==> src/rtl/mul_pkg.sv <==
// Shared definitions for the Hi/Lo multiply unit: function codes from the
// ALU control stage, the FSM state encoding and default sizing.
package mul_pkg;

   localparam int MUL_WIDTH = 32;
   localparam int MUL_CNT_W = 6;

   // Function codes decoded by the multiply unit; all other codes are ignored.
   localparam logic [5:0] FN_MULTU     = 6'd25;
   localparam logic [5:0] FN_MFHI      = 6'd16;
   localparam logic [5:0] FN_MFLO      = 6'd18;
   localparam logic [5:0] FN_HILO_OPEN = 6'd63;

   // IDLE waits for MULTU, RUN iterates, DONE pulses, HOLD waits for MULTU to drop.
   typedef enum logic [1:0] {
      ST_IDLE = 2'd0,
      ST_RUN  = 2'd1,
      ST_DONE = 2'd2,
      ST_HOLD = 2'd3
   } mul_state_t;

endpackage

==> src/rtl/mul_datapath.sv <==
// Shift-add multiply datapath: operand registers, the WIDTH+1 bit adder on
// the accumulator's upper half, and the one-bit right shifter.
// With MULTU_EARLY_EXIT_EN defined an extra zero-detect output on the
// shifted multiplier lets the controller commit early.
module mul_datapath
   import mul_pkg::*;
#(
   parameter int WIDTH = MUL_WIDTH
) (
   input  logic                 clk,
   input  logic                 reset,
   input  logic                 load,
   input  logic                 step,
   input  logic [WIDTH-1:0]     dataA,
   input  logic [WIDTH-1:0]     dataB,
   output logic [2*WIDTH-1:0]   acc_next
`ifdef MULTU_EARLY_EXIT_EN
   ,
   output logic                 mplier_zero_next
`endif
);

   localparam int PW = 2 * WIDTH;

   logic [WIDTH-1:0] mcand;
   logic [WIDTH-1:0] mplier;
   logic [PW-1:0]    acc;
   logic [WIDTH:0]   sum;
   logic [WIDTH-1:0] mplier_next;

   // One iteration: conditional add into the upper half (carry kept), then shift right.
   always_comb begin
      sum         = {1'b0, acc[PW-1:WIDTH]} + {1'b0, (mplier[0] ? mcand : '0)};
      acc_next    = PW'({sum, acc[WIDTH-1:0]} >> 1);
      mplier_next = mplier >> 1;
   end

`ifdef MULTU_EARLY_EXIT_EN
   // No set multiplier bits left means every remaining add would be zero.
   assign mplier_zero_next = (mplier_next == '0);
`endif

   // Operand and accumulator registers; load clears the accumulator for a new product.
   always_ff @(posedge clk or posedge reset) begin
      if (reset) begin
         mcand  <= '0;
         mplier <= '0;
         acc    <= '0;
      end else if (load) begin
         mcand  <= dataA;
         mplier <= dataB;
         acc    <= '0;
      end else if (step) begin
         acc    <= acc_next;
         mplier <= mplier_next;
      end
   end

endmodule

==> src/rtl/multu_hilo_unit.sv <==
// Sequential unsigned multiplier with Hi/Lo result registers. MULTU starts a
// multiply, MFHI/MFLO read the committed product onto dataOut.
// Optional feature macro: MULTU_EARLY_EXIT_EN (commit as soon as the
// remaining multiplier bits are all zero).
// Handshake: MULTU is a level, not a pulse; a start happens only from IDLE,
// so a code held across DONE parks in HOLD until a different code is seen.
// busy is high exactly while iterating, done is a single-cycle pulse.
module multu_hilo_unit
   import mul_pkg::*;
#(
   parameter int WIDTH = MUL_WIDTH,
   parameter int CNT_W = MUL_CNT_W
) (
   input  logic             clk,
   input  logic             reset,
   input  logic [5:0]       funct,
   input  logic [WIDTH-1:0] dataA,
   input  logic [WIDTH-1:0] dataB,
   output logic [WIDTH-1:0] dataOut,
   output logic             busy,
   output logic             done
);

   localparam int               PW   = 2 * WIDTH;
   localparam logic [CNT_W-1:0] LAST = CNT_W'(WIDTH - 1);

   mul_state_t       state, state_nxt;
   logic             load, step, commit, last_iter;
   logic [CNT_W-1:0] cnt;
   logic [WIDTH-1:0] hi, lo;
   logic [PW-1:0]    acc_next;
   logic [PW-1:0]    commit_val;

`ifdef MULTU_EARLY_EXIT_EN
   logic mplier_zero_next;
`endif

   mul_datapath #(.WIDTH(WIDTH)) u_dp (
      .clk              (clk),
      .reset            (reset),
      .load             (load),
      .step             (step),
      .dataA            (dataA),
      .dataB            (dataB),
      .acc_next         (acc_next)
`ifdef MULTU_EARLY_EXIT_EN
      ,
      .mplier_zero_next (mplier_zero_next)
`endif
   );

   // Decide when the current RUN edge is the last one, and what gets committed.
`ifdef MULTU_EARLY_EXIT_EN
   always_comb begin
      last_iter  = (cnt == LAST) || mplier_zero_next;
      commit_val = acc_next >> (LAST - cnt);
   end
`else
   always_comb begin
      last_iter  = (cnt == LAST);
      commit_val = acc_next;
   end
`endif

   // FSM state register.
   always_ff @(posedge clk or posedge reset) begin
      if (reset) state <= ST_IDLE;
      else       state <= state_nxt;
   end

   // Next-state and datapath controls.
   always_comb begin
      state_nxt = state;
      load      = 1'b0;
      step      = 1'b0;
      commit    = 1'b0;
      case (state)
         ST_IDLE: begin
            if (funct == FN_MULTU) begin
               load      = 1'b1;
               state_nxt = ST_RUN;
            end
         end
         ST_RUN: begin
            step = 1'b1;
            if (last_iter) begin
               commit    = 1'b1;
               state_nxt = ST_DONE;
            end
         end
         ST_DONE: state_nxt = (funct == FN_MULTU) ? ST_HOLD : ST_IDLE;
         ST_HOLD: if (funct != FN_MULTU) state_nxt = ST_IDLE;
         default: state_nxt = ST_IDLE;
      endcase
   end

   // Iteration counter, cleared on start and advanced on every RUN edge.
   always_ff @(posedge clk or posedge reset) begin
      if (reset)     cnt <= '0;
      else if (load) cnt <= '0;
      else if (step) cnt <= cnt + 1'b1;
   end

   // Hi/Lo only change on the commit edge, so reads during RUN see the old product.
   always_ff @(posedge clk or posedge reset) begin
      if (reset) begin
         hi <= '0;
         lo <= '0;
      end else if (commit) begin
         {hi, lo} <= commit_val;
      end
   end

   // Result mux back onto the datapath.
   always_comb begin
      dataOut = '0;
      if (funct == FN_MFHI)      dataOut = hi;
      else if (funct == FN_MFLO) dataOut = lo;
   end

   assign busy = (state == ST_RUN);
   assign done = (state == ST_DONE);

endmodule

==> config.mk <==
export PLATFORM = sky130hd
export DESIGN_NAME = multu_hilo_unit
export DESIGN_NICKNAME = d
export VERILOG_FILES = /design/src/rtl/mul_pkg.sv /design/src/rtl/mul_datapath.sv /design/src/rtl/multu_hilo_unit.sv
export SDC_FILE = /design/constraint.sdc
export NUM_CORES = 1
export LEC_CHECK = 0
export CORE_UTILIZATION = 61
export DETAILED_ROUTE_END_ITERATION = 7
export PLACE_DENSITY_LB_ADDON = 0.15
export SYNTH_ARGS = -nofsm -noshare
export SYNTH_HDL_FRONTEND = slang
export SYNTH_SLANG_ARGS = --single-unit
export TNS_END_PERCENT = 50
==> constraint.sdc <==
create_clock -name clk -period 11.55 [get_ports clk]
set_input_delay 1.155 -clock clk [delete_from_list [all_inputs] [get_ports clk]]
set_output_delay 1.155 -clock clk [all_outputs]
set_load 0.02 [all_outputs]
Word level (Yosys, flattened, before mapping)
Index checks and enable logic that the tools add are counted.

Flip-flop bits (word level): 200. Bits of input ports: 72.

$add $sub $neg: 2. Equality and inequality tests: 11. Muxes and demuxes: 19. Reduce and logical (&&, ||, !) cells: 3.

Operators with widths (number): 2-to-1 mux 32 bit (5); 2-to-1 mux 64 bit (2); adder 32 x 32 -> 33 bit (1); == test 6 x 5 -> 1 bit (second input constant) (4); 2-to-1 mux 6 bit (2); 2-to-1 mux 2 bit (4); one-hot mux 2 bit (4 select lines) (1); adder 6 x 1 -> 6 bit (second input constant) (1); != test 6 x 5 -> 1 bit (second input constant) (1); 2-to-1 mux 1 bit (5); == test 2 bit (second input constant) (2); != test 2 bit (second input constant) (2); AND reduction 3 bit (1); == test 2 x 1 -> 1 bit (second input constant) (1); zero test 2 bit (1); != test 2 x 1 -> 1 bit (second input constant) (1); nonzero test 2 bit (1).

Logic depth before layout (Yosys ltp)
Depth in word-level cells: 4. Mapped depth: 13. Mapped depth without buffers: 12.

Modules after synthesis
From an unflattened synthesis, not the netlist that was laid out.

Cell total of the unflattened synthesis: 977. Area total of the unflattened synthesis: 10792.9 µm².

By module, submodules not included: mul_datapath (times used 1, cells each 758, area an instance 7582.3 µm², seq. area each 3178.0 µm²); multu_hilo_unit (times used 1, cells each 219, area an instance 3210.6 µm², seq. area each 1801.7 µm²).

Least setup slack after synthesis
No wires, ideal clock.

Path kind: input to output. Start: input port funct[1]. End: output port dataOut[10]. Arrival time: 2.292 ns. Setup slack: 8.103 ns. Stages on the path: 4. Cells stage by stage: clkbuf_1 clkbuf_1 mux2i_1 nor2_1.

Longest elaborated chain between the ends: 3. Elaborated cells on any way between the ends: 4. Classes of those cells: 2 x eq/ne; 2 x mux.

RTL lines: start, declared (RTL line multu_hilo_unit.sv:16) `input logic [5:0] funct,`; == test 6 x 5 -> 1 bit (RTL line multu_hilo_unit.sv:118) `else if (funct == FN_MFLO) dataOut = lo;`; 2-to-1 mux 32 bit (RTL line multu_hilo_unit.sv:118); 2-to-1 mux 32 bit * (RTL line multu_hilo_unit.sv:117) `if (funct == FN_MFHI) dataOut = hi;`; end, declared (RTL line multu_hilo_unit.sv:19) `output logic [WIDTH-1:0] dataOut,`.

Every way passes the cells marked *; elsewhere a longest branch is shown, timed or not.

Worst setup path after layout
Start: register state[1]. End: output port busy.

Longest elaborated chain between the ends: 1.

RTL lines: start, declared (RTL line multu_hilo_unit.sv:27) `mul_state_t state, state_nxt;`; start signal, assigned (RTL line multu_hilo_unit.sv:68) `else state <= state_nxt;`; == test 2 x 1 -> 1 bit (RTL line multu_hilo_unit.sv:121) `assign busy = (state == ST_RUN);`; end, declared (RTL line multu_hilo_unit.sv:20) `output logic busy,`.

No other way between the ends.

==> impl_metrics.env <==
export IMPL_hold_slack_ns=0.489
export IMPL_setup_violations=0
export IMPL_tritoncts="done"
export IMPL_end_kind="output port"
export IMPL_post_cts_buffers=0
export IMPL_start_util_pct=62.5
export IMPL_critPathSlowestCell="clkdlybuf4s50_1"
export IMPL_skew_ns=0.00931
export IMPL_cts_sinks=199
export IMPL_io_pins=106
export IMPL_cts_resized=0
export IMPL_via_count=7105
export IMPL_drt_wl_total_um=21600
export IMPL_drcViolationCount=0
export IMPL_synthesis_nets=974
export IMPL_grt_max_degree=116
export IMPL_async_flop_share_pct=100
export IMPL_syn2layout_area_growth_pct=17.7
export IMPL_cap_violations=0
export IMPL_use_met1_pct=38.4
export IMPL_worstSetupPathType="reg -> out"
export IMPL_finalCritPeriodShare_pct=38.2
export IMPL_fp_dieArea_um2=16800
export IMPL_yosysTopAreaCell="dfrtp_1"
export IMPL_clk_pin_slew_ns=0.07
export IMPL_critical_path_required_ns=10.40
export IMPL_rows=46
export IMPL_root_buffer="clkbuf_16"
export IMPL_hold_class="reg -> reg"
export IMPL_p_per_area_nw_per_um2=186
export IMPL_drtPass1Iterations=5
export IMPL_fill_cells=1105
export IMPL_num_antenna_cells=0
export IMPL_grt_pass1_vias=7200
export IMPL_top_usage_layer="met2"
export IMPL_ys_ff_latch=199
export IMPL_fmax_mhz=227
export IMPL_post_layout_nonfiller_instances=1175
export IMPL_overflow=0
export IMPL_synth_area_top_cells="dfrtp_1, mux2_2, a22o_1, ha_1, a22oi_1"
export IMPL_final_cell_mix="dfrtp_1, clkdlybuf4s50_1, mux2_2"
export IMPL_postCtsHoldBufs=0
export IMPL_gp_congestion=0.878
export IMPL_vias_per_cell=6.05
export IMPL_worst_setup_path_start_kind="flop"
export IMPL_fin_setup_tns_ns=0
export IMPL_grt_usage_pct=27.7
export IMPL_leakage_nw=5.42
export IMPL_drtIter0Drc=450
export IMPL_use_met2_pct=43.2
export IMPL_ys_warn_count=0
export IMPL_clock_path_buffers=2
export IMPL_synthFlopType="dfrtp_1"
export IMPL_peakVddDrop_mv=0.135
export IMPL_dp_cells=1143
export IMPL_numCtsBuffers=17
export IMPL_die_y_um=130
export IMPL_numPortBuffers=105
export IMPL_grt_pass1_wl_um=36000
export IMPL_slowest_delay_ns=0.73
export IMPL_synth_cells=868
export IMPL_drive_gt1_share_pct=14.3
export IMPL_cts_htree_levels=4
export IMPL_insertion_delay_ns=0.44
export IMPL_syn_area_per_cell_um2=11.4
export IMPL_cp_max_fo=60
export IMPL_syn_area_um2=9930
export IMPL_tightest_slew_ns=1.11
export IMPL_ys_types=59
export IMPL_slew_violations=0
export IMPL_grtUsageMet3_pct=6.19
export IMPL_synth_edf_count=0
export IMPL_synth_yosys_seq_area_share_pct=50.2
export IMPL_relSlewSlack_pct=25.8
export IMPL_fin_crit_ns=4.41
export IMPL_core_region_area_um2=15900
export IMPL_die_width_um=130
export IMPL_crit_arrival_ns=3.26
export IMPL_wl_per_cell_um=18.4
export IMPL_post_dp_hpwl_um=14400
export IMPL_crit_chain="buf_4 -> inv_2 -> nand2_2 -> inv_2 -> buf_4 -> clkdlybuf4s50_1"
export IMPL_status="finished, final reports clean"
export IMPL_hold_viol=0
export IMPL_rsz0062_at_grt="false"
export IMPL_final_common_cell="dfrtp_1"
export IMPL_antenna_found_initial=0
export IMPL_final_nets=1052
export IMPL_synth_top_cell_area_share_pct=50.2
export IMPL_detail_route_antenna_nets=0
[state kept, by name, indices dropped and copies added, names as in the netlist]
signal       flops
state            2
u_dp.mplier     32
u_dp.acc        63
lo              32
u_dp.mcand      32
cnt              6
hi              32
[worst paths after layout]
check	startpoint	endpoint	slack (ns)	cells past startpoint
min reg2reg	u_dp.acc[1]	lo[0]	0.49	1
max	state[1]	busy	7.14	6
min	u_dp.acc[1]	lo[0]	0.49	1
min in group asynchronous	reset	u_dp.mcand[0]	1.23	2
max in group asynchronous	reset	lo[10]	8.74	3
max reg2reg	u_dp.mplier[0]	hi[29]	8.00	12
[synthesized netlist by cell type, drive strengths merged (7+ instances only)]
master	number
a21oi	39
and2	33
a22o	61
o21bai	8
ha	33
nor3b	7
xor2	8
mux2i	32
a21o	10
clkbuf	40
dfrtp	199
nor2	51
mux2	92
inv	12
o21ai	62
nand3	8
xnor2	22
buf	16
a22oi	49
nand2	37
[worst max-delay path, delay by kind of cell (launching register included)]
kind	cells	cell delay [ns]
buffers and inverters	5	2.23
AND/OR/NAND/NOR	1	0.15
flip-flops	1	0.36
[where the power goes]
group          internal (W)  switching, W
combinational      0.000262      0.000350
sequential         0.000851      0.000123
clock              0.000307      0.000281
total               0.00142      0.000754
[stage by stage]
step / cell area (um^2) / total power, W / setup WS [ns] / util (%)
after detailed placement: 11100 / 0.00159 / 7.26 / 69.9
after floorplan: 9930 / 0.00141 / 4.97 / -
final: 11700 / 0.00217 / 7.14 / 73.6
after global placement: 11100 / 0.00155 / 7.31 / 69.9
after CTS: 11700 / 0.00218 / 7.17 / 73.6
after global routing: 11700 / 0.00230 / 7.00 / 73.6
[final cells by class]
cell class | count | area [um^2] | share of cell area (%)
sequential | 199 | 4980 | 42.6
multi-input combinational | 601 | 4680 | 40.0
timing repair buffer | 115 | 1120 | 9.59
clock buffer | 17 | 425 | 3.64
tap | 216 | 270 | 2.31
clock inverter | 15 | 160 | 1.37
inverter | 12 | 52.6 | 0.450
[routing by layer]
metal	up-vias	share of wire, %
met5	-	0
met4	0	2.1
met3	34	5.0
met2	199	46
met1	3537	47
li1	3335	-
[cells by family (layout without fill, tap and decap cells)]
kind of cell	count (synthesis)	count (layout)	share of synthesized area, %
fa+ha+maj	34	34	4.36
xor+xnor	30	30	2.65
compound gates	254	254	18.2
simple gates	159	159	8.16
flops	199	199	50.2
buf+inv	68	159	2.82
mux	124	124	13.7
No activity file was read; power rests on OpenSTA's default activity.
